File: src/rtl/kpn_arb_pkg.sv
// Shared types and helpers for the KPN channel write-side arbiter.
// Optional per-producer statistics are enabled with KPN_ARB_STATS_EN.
package kpn_arb_pkg;

    localparam int BITS_NUMBER_DEF = 16;
    localparam int STAT_WIDTH      = 16;

    typedef enum logic {
        IDLE  = 1'b0,
        GRANT = 1'b1
    } kpn_arb_state_e;

    function automatic int clog2(input int value);
        int r;
        r = 0;
        while ((1 << r) < value) r++;
        return r;
    endfunction

endpackage

File: src/rtl/kpn_rr_pick.sv
// Combinational round-robin picker: first asserted req at or after rr_ptr,
// wrapping modulo N_REQ (non-power-of-2 N_REQ supported).
module kpn_rr_pick
    import kpn_arb_pkg::*;
#(
    parameter int N_REQ = 4
) (
    input  logic [N_REQ-1:0]        req,
    input  logic [clog2(N_REQ)-1:0] rr_ptr,
    output logic [N_REQ-1:0]        winner,
    output logic                    valid
);

    localparam int PTR_W = clog2(N_REQ);
    localparam logic [PTR_W:0] N_EXT = (PTR_W+1)'(N_REQ);

    always_comb begin
        logic [PTR_W:0] pos;
        winner = '0;
        valid  = 1'b0;
        pos    = '0;
        for (int k = 0; k < N_REQ; k++) begin
            pos = {1'b0, rr_ptr} + (PTR_W+1)'(k);
            if (pos >= N_EXT) pos = pos - N_EXT;
            if (!valid && req[pos[PTR_W-1:0]]) begin
                winner[pos[PTR_W-1:0]] = 1'b1;
                valid                  = 1'b1;
            end
        end
    end

endmodule

File: src/rtl/kpn_channel_arbiter.sv
// Round-robin burst arbiter sharing one KPN channel FIFO write port among
// N_REQ producers. Define KPN_ARB_STATS_EN for per-producer accept counters.
module kpn_channel_arbiter
    import kpn_arb_pkg::*;
#(
    parameter int BITS_NUMBER = BITS_NUMBER_DEF,
    parameter int N_REQ       = 4,
    parameter int MAX_BURST   = 8
) (
    input  logic                          clk,
    input  logic                          rst,
    input  logic [N_REQ-1:0]              req,
    input  logic [N_REQ-1:0]              req_last,
    input  logic [N_REQ*BITS_NUMBER-1:0]  req_data,
    output logic [N_REQ-1:0]              ack,
    output logic [N_REQ-1:0]              gnt,
    input  logic                          fifo_full,
    output logic                          fifo_wr,
    output logic [BITS_NUMBER-1:0]        fifo_din,
    output logic                          busy,
`ifdef KPN_ARB_STATS_EN
    input  logic [clog2(N_REQ)-1:0]       stat_sel,
    output logic [STAT_WIDTH-1:0]         stat_count,
`endif
    output kpn_arb_state_e                state_dbg,
    output logic [clog2(N_REQ)-1:0]       rr_ptr_dbg
);

    localparam int PTR_W = clog2(N_REQ);
    localparam int CNT_W = clog2(MAX_BURST + 1);
    localparam logic [PTR_W-1:0] LAST_IDX  = PTR_W'(N_REQ - 1);
    localparam logic [CNT_W-1:0] BURST_END = CNT_W'(MAX_BURST - 1);

    kpn_arb_state_e         state, state_d;
    logic [N_REQ-1:0]       gnt_d;
    logic                   busy_d, wr_d;
    logic [BITS_NUMBER-1:0] din_d, owner_data;
    logic [PTR_W-1:0]       rr_ptr, rr_d, owner, owner_d, win_idx, next_ptr;
    logic [CNT_W-1:0]       burst_cnt, cnt_d;
    logic [N_REQ-1:0]       win_onehot;
    logic                   win_valid;
    logic                   owner_req, owner_last, accept, rel;

    kpn_rr_pick #(.N_REQ(N_REQ)) u_pick (
        .req    (req),
        .rr_ptr (rr_ptr),
        .winner (win_onehot),
        .valid  (win_valid)
    );

    always_comb begin
        win_idx    = '0;
        owner_data = '0;
        for (int i = 0; i < N_REQ; i++) begin
            if (win_onehot[i]) win_idx = PTR_W'(i);
            if (gnt[i]) owner_data = req_data[i*BITS_NUMBER +: BITS_NUMBER];
        end
    end

    // Handshake: req[i] is valid for the word on slice i; ack[i] is the
    // same-cycle transfer indication (owner, valid and queue not full).
    assign owner_req  = |(req & gnt);
    assign owner_last = |(req_last & gnt);
    assign accept     = (state == GRANT) && owner_req && !fifo_full;
    assign rel        = (state == GRANT) &&
                        (!owner_req || (accept && (owner_last || burst_cnt == BURST_END)));
    assign ack        = gnt & {N_REQ{accept}};
    assign next_ptr   = (owner == LAST_IDX) ? '0 : owner + 1'b1;

    always_comb begin
        state_d = state;
        gnt_d   = gnt;
        busy_d  = busy;
        rr_d    = rr_ptr;
        cnt_d   = burst_cnt;
        owner_d = owner;
        wr_d    = 1'b0;
        din_d   = fifo_din;
        case (state)
            IDLE: begin
                if (win_valid) begin
                    state_d = GRANT;
                    gnt_d   = win_onehot;
                    busy_d  = 1'b1;
                    cnt_d   = '0;
                    owner_d = win_idx;
                end
            end
            GRANT: begin
                if (accept) begin
                    wr_d  = 1'b1;
                    din_d = owner_data;
                    cnt_d = burst_cnt + 1'b1;
                end
                if (rel) begin
                    state_d = IDLE;
                    gnt_d   = '0;
                    busy_d  = 1'b0;
                    rr_d    = next_ptr;
                end
            end
            default: state_d = IDLE;
        endcase
    end

    always_ff @(posedge clk) begin
        if (rst) begin
            state     <= IDLE;
            gnt       <= '0;
            busy      <= 1'b0;
            rr_ptr    <= '0;
            burst_cnt <= '0;
            owner     <= '0;
            fifo_wr   <= 1'b0;
            fifo_din  <= '0;
        end else begin
            state     <= state_d;
            gnt       <= gnt_d;
            busy      <= busy_d;
            rr_ptr    <= rr_d;
            burst_cnt <= cnt_d;
            owner     <= owner_d;
            fifo_wr   <= wr_d;
            fifo_din  <= din_d;
        end
    end

    assign state_dbg  = state;
    assign rr_ptr_dbg = rr_ptr;

`ifdef KPN_ARB_STATS_EN
    logic [STAT_WIDTH-1:0] stat_cnt [N_REQ];

    // Counters saturate at all-ones; readout is registered.
    always_ff @(posedge clk) begin
        if (rst) begin
            for (int i = 0; i < N_REQ; i++) stat_cnt[i] <= '0;
            stat_count <= '0;
        end else begin
            for (int i = 0; i < N_REQ; i++) begin
                if (ack[i] && stat_cnt[i] != '1) stat_cnt[i] <= stat_cnt[i] + 1'b1;
            end
            stat_count <= (int'(stat_sel) < N_REQ) ? stat_cnt[stat_sel] : '0;
        end
    end
`endif

endmodule

File: config.mk
export PLATFORM = sky130hd
export DESIGN_NAME = kpn_channel_arbiter
export DESIGN_NICKNAME = d
export VERILOG_FILES = /design/src/rtl/kpn_arb_pkg.sv /design/src/rtl/kpn_rr_pick.sv /design/src/rtl/kpn_channel_arbiter.sv
export SDC_FILE = /design/constraint.sdc
export NUM_CORES = 1
export LEC_CHECK = 0
export CORE_ASPECT_RATIO = 0.6
export CORE_MARGIN = 2
export CORE_UTILIZATION = 30
export CTS_BUF_LIST = sky130_fd_sc_hd__clkbuf_16
export CTS_CLUSTER_DIAMETER = 150
export DETAILED_ROUTE_END_ITERATION = 8
export SYNTH_ARGS = -nofsm -noshare
export SYNTH_HDL_FRONTEND = slang
export SYNTH_SLANG_ARGS = --single-unit
File: constraint.sdc
create_clock -name clk -period 5.9 [get_ports clk]
set_clock_uncertainty 0.05 [all_clocks]
set_input_delay 1.475 -clock clk [delete_from_list [all_inputs] [get_ports clk]]
set_output_delay 1.475 -clock clk [all_outputs]
set_load 0.01 [all_outputs]
== Word level (Yosys, flattened, before mapping) ==
Cells that the tools add are included.

* Bits in latches: 0
* Bits in registers: 31
* ROM bits: 0
* Memories kept: 0
* Memory bits (writable): 0
* Output and inout port bits: 29
* Word-level logic and storage cells: 116
* Input bits: 75

* Order comparisons: 12
* Add/sub/neg operators: 9
* Shift-type cells: 0
* Mux-type cells: 49
* Divide/modulo/power cells: 0
* Reductions and logical operators: 26
* Equal/unequal tests: 5
* Multiply operators: 0
* Bitwise logic cells: 7

{| class="wikitable"
|+ Operator list
! operator !! count
|-
| $mux W16 || 4
|-
| $mux W4 || 8
|-
| $mux W1 || 18
|-
| $pmux W4 S2 || 2
|-
| $mux W2 || 7
|-
| $and A4 B4 Y4 || 3
|-
| $lt A2 B3 Y1 const B || 4
|-
| $or A4 B4 Y4 || 3
|-
| $logic_and A1 B1 Y1 || 11
|-
| $reduce_and A2 Y1 || 5
|-
| $ge A3 B3 Y1 const B || 3
|-
| $bmux W1 S2 || 4
|-
| $demux W1 S2 || 4
|-
| $ge A2 B1 Y1 const B || 4
|-
| $reduce_or A4 Y1 || 2
|-
| $sub A2 B1 Y2 const B || 4
|-
| $add A2 B2 Y3 const B || 2
|-
| $ne A2 B1 Y1 const B || 3
|-
| $logic_not A1 Y1 || 5
|-
| $add A4 B1 Y4 const B || 1
|-
| $eq A4 B3 Y1 const B || 1
|-
| $pmux W1 S2 || 2
|-
| $add A2 B1 Y3 const B || 1
|-
| $ge A2 B3 Y1 const B || 1
|-
| other kinds (5) || 6
|}

== Longest topological paths before layout ==
Gate-level depths: netlist of the first run.

* Word-level depth: 17
* Depth in mapped cells: 10
* Depth with buffers taken out: 7

== Modules after synthesis ==
A second synthesis of the first run with hierarchy kept.

* Cells, all modules: 276
* Area, all modules: 2484.9 um2

{| class="wikitable"
|+ By module, submodules not included
! module !! instances !! cells an instance !! sequential area each (um2) !! area each (um2)
|-
| kpn_channel_arbiter || 1 || 214 || 620.6 || 1976.9
|-
| kpn_rr_pick || 1 || 62 || 0.0 || 508.0
|}

== Least setup slack after synthesis of the first run ==
Ideal clock, no wire load.

* Kind: input port to output port
* From: in req[1]
* To: out ack[0]
* Stages on the path: 6
* Data required time: 4.375 ns
* Arrival: 2.564 ns
* Path slack: 1.811 ns
* Path through: buf_2 > a22o_1 > o21ba_2 > clkbuf_1 > clkbuf_1 > and2_1

* Cells in the longest elaborated chain, start to end: 5

{| class="wikitable"
|+ RTL lines
! what !! RTL line !! RTL
|-
| from (decl) || kpn_channel_arbiter.sv:12 || <nowiki>input logic [N_REQ-1:0] req,</nowiki>
|-
| $and A4 B4 Y4 || kpn_channel_arbiter.sv:62 || <nowiki>assign owner_req = |(req & gnt);</nowiki>
|-
| $reduce_or A4 Y1 || kpn_channel_arbiter.sv:62 ||
|-
| $logic_and A1 B1 Y1 (2 in a row) || kpn_channel_arbiter.sv:64 || <nowiki>assign accept = (state == GRANT) && owner_req && !fifo_full;</nowiki>
|-
| $and A4 B4 Y4 || kpn_channel_arbiter.sv:67 || <nowiki>assign ack = gnt & {N_REQ{accept}};</nowiki>
|-
| to (decl) || kpn_channel_arbiter.sv:15 || <nowiki>output logic [N_REQ-1:0] ack,</nowiki>
|}

No other way between the ends.

== Worst setup path after layout of the first run ==
* From: in req[1]
* To: out ack[1]

Same word-level chain as after synthesis.

==> results of run 1 <==
## kinds of logic (layout without fill, tap and decap cells)
group,after synthesis,count (layout)
adders and majority gates,8,8
and+or+nand+nor,99,99
AOI/OAI and AO/OA,81,81
buffers and inverters,32,121
muxes,9,9
xor gates and xnor gates,2,2
DFF,31,31
## layout make-up
| class | count | area [sq um] |
|---|---|---|
| clock buffer | 5 | 125 |
| clock inverter | 2 | 8.76 |
| fill | 654 | 3480 |
| inverter | 5 | 18.8 |
| multi-input combinational | 199 | 1380 |
| sequential | 31 | 621 |
| tap | 87 | 109 |
| timing repair buffer | 109 | 1080 |
## routing by layer
layer  vias up  track usage  wire, um
met1      1098        0.281      3920
li1       1164            -         -
met5         -            0         0
met4         0       0.0393        70
met3         6       0.0411       345
met2        54        0.265      3140
## cell usage after synthesis (2+ instances only)
library cell  number
or3b_1             2
nand2_1            4
or3_1              2
nor3_1            21
nand3b_1           4
inv_1              5
a21oi_1           22
a211oi_1          18
ha_1               8
nor2_1            23
mux2_2             4
xor2_1             2
a221oi_1          17
and2_1             6
mux4_2             2
nand3_1            6
a22oi_1            6
dfxtp_1           31
buf_6              2
a2111oi_0          2
mux2i_1            2
a211o_1            2
clkbuf_1          19
nor2b_1           20
o2111ai_1          2
a22o_1             2
buf_2              3
## state kept, by name, summed over array words and instances, names as in the netlist
signal and flops:
fifo_din 16, burst_cnt 4, gnt 4, owner 2, rr_ptr_dbg 2, busy 1
fifo_wr 1, state_dbg 1
## worst max path at each step
stage,startpoint,end,cells after the start
floorplan,req[1],ack[0],6
global placement,req[1],ack[1],5
detailed placement,req[1],ack[1],5
CTS,req[1],ack[1],5
global route,req[1],ack[0],5
finish,req[1],ack[1],5
## layout by cell type, fill, tap and decap left out, types with 2 or more instances in the layout
master           netlist  layout
nand3_1                6       6
mux2_2                 4       4
nor3_1                21      21
nor2_1                23      23
o2111ai_1              2       2
mux4_2                 2       2
mux2i_1                2       2
xor2_1                 2       2
ha_1                   8       8
a2111oi_0              2       2
or3_1                  2       2
clkbuf_16              0       5
nor2b_1               20      20
a221oi_1              17      17
a211o_1                2       2
buf_4                  1       6
inv_1                  5       5
a211oi_1              18      18
nand3b_1               4       4
a22o_1                 2       2
dfxtp_1               31      31
a22oi_1                6       6
and2_1                 6       6
or3b_1                 2       2
nand2_1                4       4
clkdlybuf4s50_1        0     103
a21oi_1               22      22
## power by group through the flow
stage / combinational, mW / clock [mW] / sequential, mW
after floorplan: 0.287 / 0 / 0.275
after global placement: 0.450 / 0 / 0.274
after detailed placement: 0.454 / 0 / 0.274
after CTS: 0.457 / 0.238 / 0.270
after global routing: 0.501 / 0.251 / 0.275
final: 0.458 / 0.232 / 0.270
## through the flow
step	cells	utilization	area (sq um)	setup slack (ns)
CTS	438	0.490	3340	1.12
finish	438	0.490	3340	1.12
global placement	431	0.470	3210	1.17
floorplan	262	-	2150	1.81
global route	438	0.490	3340	1.04
detailed placement	431	0.470	3210	1.12
==> key figures, run 1 <==
Power and ir drop
  • PwrDens: approximately 290 nW/um^2
  • Sw frac: 0.359
  • Psw: about 0.35 mW
  • P_leak: 1.16 nW
  • Max IR drop VDD: 0.110 mV
  • Int Power: 0.615 mW
  • Logic pwr share: 0.477
  • Seq pwr share: 0.281
  • Pwr Total: between 0.9 and 1 mW
  • Clk pwr share: 0.242

STA
  • Fmax: 0.209 GHz
  • Worst slew pin tran: around 0.70 ns
  • RSZ-0062 raised after global routing: false
  • Hold WS: ~0.44 ns
  • Endpoints failing setup: 0
  • Final min period: 4.78 ns
  • Max Slew Vio Count: 0
  • Final hold vios: 0
  • Fin crit share: 0.811
  • Total negative slack: 0 ns
  • Slew HR: 0.527

Yosys
  • Post-synthesis sequential area ratio: 0.288
  • Post-synth ARST share: 0
  • Adder-Cell Fraction of Synth Area: 0.0465
  • Simple logic cell fraction of the synthesized area: 0.252
  • Mux contribution to synthesized area: 0.0633
  • Primary FF master, synth: dfxtp_1
  • Synthesized Nets: 345
  • Mapped cell area: ~2200 sq um
  • Post-synth top area share: 0.288
  • Synth unique cells: 52
  • Largest family of logic cells by synthesized area: compound AO/OA/AOI/OAI gates
  • Synth Instances: 262
  • Post-synth top area cell: dfxtp_1
  • Synthesized area per cell: just over 8 sq um
  • Synth Area in XOR/XNOR: 0.00813
  • Flops & latches, synth: 31
  • Synth warn: 0
  • EDFF count, synth: 0
  • Synth top area cells: dfxtp_1, a221oi_1, a211oi_1
  • Synth Area in Compound Gates: 0.272

Routing
  • Post-DR vias/cell: approximately 5.3
  • Detailed router's first-iteration violation count: 149
  • Wire per inst: around 17 um
  • # DRC: 0
  • Via count: between 2000 and 2500
  • Routed WL: 7480 um
  • Post-route ant nets: 0
  • Pre-antenna DRT Iters: 4

Clocking
  • Num CTS Buffers: 5
  • Setup bufs post-CTS: 0
  • CTS Sinks: 31
  • CTS tree: yes
  • Post-CTS Resized: 0
  • H-tree depth: 2
  • Worst-path clk slew: ~0.050 ns
  • Clock root buffer: clkbuf_16
  • Clk_lat worst skew: 0.27 ns
  • Clk buf depth: 2
  • Number of hold buffers added after cts: 0

Floorplanning
  • Row cnt: 23
  • Io pins: 104
  • Die height: 69.6 um
  • CORE AREA: 6820 sq um
  • Initial core utilization: 0.316
  • Die Area: roughly 7900 sq um
  • Die width: 113 um

Placement
  • DP HPWL: 5490 um
  • Port bufs: just over 100
  • Routability Congestion: 0.853

Worst setup path
  • Worst r2r path cells: 7
  • Slowest-stage cell, CP: clkdlybuf4s50_1
  • Crit end category: primary output
  • CP arrival: roughly 3.3 ns
  • CP max stage delay: 0.57 ns
  • Worst reg2reg startpoint: rr_ptr_dbg[0]$_SDFFE_PP0P_
  • Worst reg2reg path endpoint: owner[1]$_SDFFE_PP0P_
  • Worst Setup Start Kind: input pin
  • WS Path Type: input pin to primary output
  • Worst path bufs/invs: 2
  • Crit-path cells: clkdlybuf4s50_1 -> a22o_1 -> o21ba_2 -> and2_1 -> clkdlybuf4s50_1
  • Worst-path fanout max: 10
  • Req. time, crit path: approximately 4.4 ns
  • Top Family by Delay on Critical Path: buffers and inverters
  • R2R Setup Slk: approximately 2.8 ns
  • Most used cell, CP: clkdlybuf4s50_1

Job
  • Max Cap Violations: 0

Hold path
  • Worst hold path stage count: 1
  • Hold_sp: busy$_SDFFE_PP0P_
  • Hold Path End: busy$_SDFFE_PP0P_
  • Worst Hold Class: register to register

Global route
  • Largest net degree at the start of global routing: 39
  • First-pass GRT wire length: approximately 12000 um
  • Total grt overflow: 0
  • Vias in the first global route: 2105
  • Initial antenna violation count: 0
  • Global Route Usage Sum: 0.185

Run status
  • Status: completed

Finish
  • Share of cells above drive strength 1: 0.0655
  • Final nets: 434
  • Area growth, synth to finish: 55.1%
  • Antenna Cells: 0
Note: power is estimated with default switching activity, not from simulation.
==> run 2, diff against run 1 <==
- clock period: 5.9 -> 4.8 ns (I/O delays scaled with it)
==> run 2 against run 1 <==
Sequential power rose by 23%. Register-to-register slack got worse by 1.1 ns. Die area unchanged. Highest routed layer unchanged. Setup slack got worse by 0.52 ns. Hold slack got worse by 0.0044 ns. Clock power up 50%. Combinational power grew 23%. Via count grew 1.5%. Largest power group unchanged. Critical path type unchanged. Critical path depth stayed put. Sequential share of layout area decreased by 0.17 points. Cell area increased by 0.90%.
==> key figures, run 2 (synthesis gave the netlist of run 1 again) <==
Power and ir drop
  • PwrDens: 368 nW/um^2 (+28%)
  • Max IR drop VDD: 0.173 mV (+57%)
  • Pwr Total: 1.24 mW (+29%)
  • P_leak: 1.18 nW (+1.2%)

Routing
  • Via count: 2356 (+1.5%)
  • Wire per inst: 16.8 um (-1.3%)
  • Routed WL: 7390 um (-1.1%)
  • Post-DR vias/cell: 5.37 (+1.2%)
  • Detailed router's first-iteration violation count: 192 (+29%)
  • Pre-antenna DRT Iters: 4 (unchanged)
  • Post-route ant nets: 0 (unchanged)
  • # DRC: 0 (unchanged)

Worst setup path
  • Worst path depth: 5 (unchanged)
  • Req. time, crit path: 3.55 ns (-0.83 ns)
  • Worst Setup Start Kind: input pin
  • Crit-path cells: clkdlybuf4s50_1 -> a22o_1 -> o21ba_2 -> and2_1 -> clkdlybuf4s50_1
  • Worst Setup EP: ack[1]
  • R2R Setup Slk: 1.67 ns (-1.12 ns)
  • Worst r2r path cells: 7 (unchanged)
  • Worst path bufs/invs: 2 (unchanged)
  • WS Path Type: input pin to primary output
  • CP max stage delay: 0.56 ns (about the same)
  • Most used cell, CP: clkdlybuf4s50_1
  • Launch point of the worst path: req[1]
  • CP arrival: 2.96 ns (-0.30 ns)
  • Worst-path fanout max: 10 (unchanged)
  • Slowest-stage cell, CP: clkdlybuf4s50_1
  • Worst reg2reg startpoint: rr_ptr_dbg[0]$_SDFFE_PP0P_
  • Crit end category: primary output
  • Worst reg2reg path endpoint: owner[1]$_SDFFE_PP0P_
  • Top Family by Delay on Critical Path: buffers and inverters

STA
  • Total negative slack: 0 ns (unchanged)
  • Max Slew Vio Count: 0 (unchanged)
  • Final min period: 4.21 ns
  • Final hold vios: 0 (unchanged)
  • RSZ-0062 raised after global routing: false
  • Fmax: 0.238 GHz
  • Fin crit share: 0.876
  • Endpoints failing setup: 0 (unchanged)
  • Slew HR: 0.537 (+0.0100)
  • Hold WS: 0.435 ns (-0.00439 ns)
  • Worst slew pin tran: 0.689 ns (-0.0132 ns)

Finish
  • Max reg flops: 16 (unchanged)
  • Fillers: 652 (-0.31%)
  • Antenna Cells: 0 (unchanged)
  • Regs by FF count: fifo_din x16, burst_cnt x4, gnt x4
  • Most frequent cells in the layout: clkdlybuf4s50_1, dfxtp_1, nor2_1
  • Final nets: 434 (unchanged)
  • Most common cell after layout, fill and taps aside: clkdlybuf4s50_1
  • Share of cells above drive strength 1: 0.0682 (+0.00265)
  • Final Core Density: 0.494 (+0.00440)
  • Biggest register: fifo_din
  • Finished Cell Area: 3370 sq um (+0.90%)
  • Area growth, synth to finish: 56.4%

Clocking
  • H-tree depth: 2 (unchanged)
  • Worst-path clk slew: 0.05 ns (about the same)
  • CTS Sinks: 31 (unchanged)
  • Clk_lat worst skew: 0.27 ns (about the same)
  • CTS tree: yes
  • Setup bufs post-CTS: 0 (unchanged)
  • Post-CTS Resized: 0 (unchanged)
  • Num CTS Buffers: 5 (unchanged)
  • Clock root buffer: clkbuf_16
  • Clk buf depth: 2 (unchanged)
  • Number of hold buffers added after cts: 0 (unchanged)

Global route
  • Met1 usage: 0.285 (+0.00460)
  • M3 GR Usage: 0.0428 (+0.00175)
  • GRT busiest layer: met1
  • First-pass GRT wire length: 11600 um (-0.35%)
  • Initial antenna violation count: 0 (unchanged)
  • Total grt overflow: 0 (unchanged)
  • Global Route Usage Sum: 0.185 (-0.000771)
  • Largest net degree at the start of global routing: 39 (unchanged)
  • Routing usage on met2: 0.256 (-0.00865)
  • Vias in the first global route: 2143 (+1.8%)

Floorplanning
  • Initial core utilization: 0.316 (unchanged)
  • Die height: 69.6 um (unchanged)
  • Io pins: 104 (unchanged)
  • CORE AREA: 6820 sq um (unchanged)
  • Die Area: 7900 sq um (unchanged)
  • Row cnt: 23 (unchanged)
  • Die width: 113 um (unchanged)

Run status
  • Status: completed

Job
  • Max Cap Violations: 0 (unchanged)

Placement
  • Port bufs: 103 (unchanged)
  • Post-Place Cell Area: 3210 sq um (unchanged)
  • DP HPWL: 5460 um (-0.48%)
  • Routability Congestion: 0.826 (-3.2%)

Hold path
  • Worst Hold Class: register to register
[run 2: layout make-up]
type	instances	area (sq um)	area share
Tap cell	87	109	0.0323
Clock inverter	3	38.8	0.0115
Multi-Input combinational cell	199	1380	0.410
Clock buffer	5	125	0.0371
Sequential cell	31	621	0.184
Timing Repair Buffer	109	1080	0.319
Inverter	5	18.8	0.00557
[run 2: metrics by stage]
| stage | setup WS [ns] | std cells |
|---|---|---|
| finish | 0.593 | 439 |
| global route | 0.492 | 439 |
| CTS | 0.592 | 439 |
| detailed placement | 0.594 | 431 |
| global placement | 0.623 | 431 |
| floorplan | 1.26 | 262 |
[run 2: worst register-to-register path: stages, from the launching register on]
cell      delay [ns]
dfxtp_1         0.65
inv_1           0.27
ha_1            0.51
mux4_2          0.64
nor3b_1         0.18
a311o_1         0.29
a211oi_1        0.29
a211oi_1        0.11
[run 2: power by group]
part	internal (mW)	total [mW]	leakage, nW	switching [mW]
clock network	0.241	0.348	0.0812	0.106
registers	0.293	0.331	0.253	0.0379
logic	0.278	0.563	0.842	0.286
[run 2: worst min-delay path by stage]
stage                         startpoint                         to  slack (ns)  depth (start not counted)
4_1_cts                busy$_SDFFE_PP0P_          busy$_SDFFE_PP0P_        0.44                          1
3_5_place_dp           busy$_SDFFE_PP0P_          busy$_SDFFE_PP0P_        0.42                          1
5_1_grt        fifo_din[13]$_SDFFE_PP0P_  fifo_din[13]$_SDFFE_PP0P_        0.47                          2
3_3_place_gp           busy$_SDFFE_PP0P_          busy$_SDFFE_PP0P_        0.41                          1
6_report               busy$_SDFFE_PP0P_          busy$_SDFFE_PP0P_        0.44                          1
2_1_floorplan  burst_cnt[1]$_SDFFE_PP0P_  burst_cnt[1]$_SDFFE_PP0P_        0.43                          2
[run 2: metal layers]
layer	vias to the layer above	share of wire
met5	-	0
met3	5	0.067
met2	88	0.42
met1	1095	0.51
met4	0	0.0050
li1	1168	-
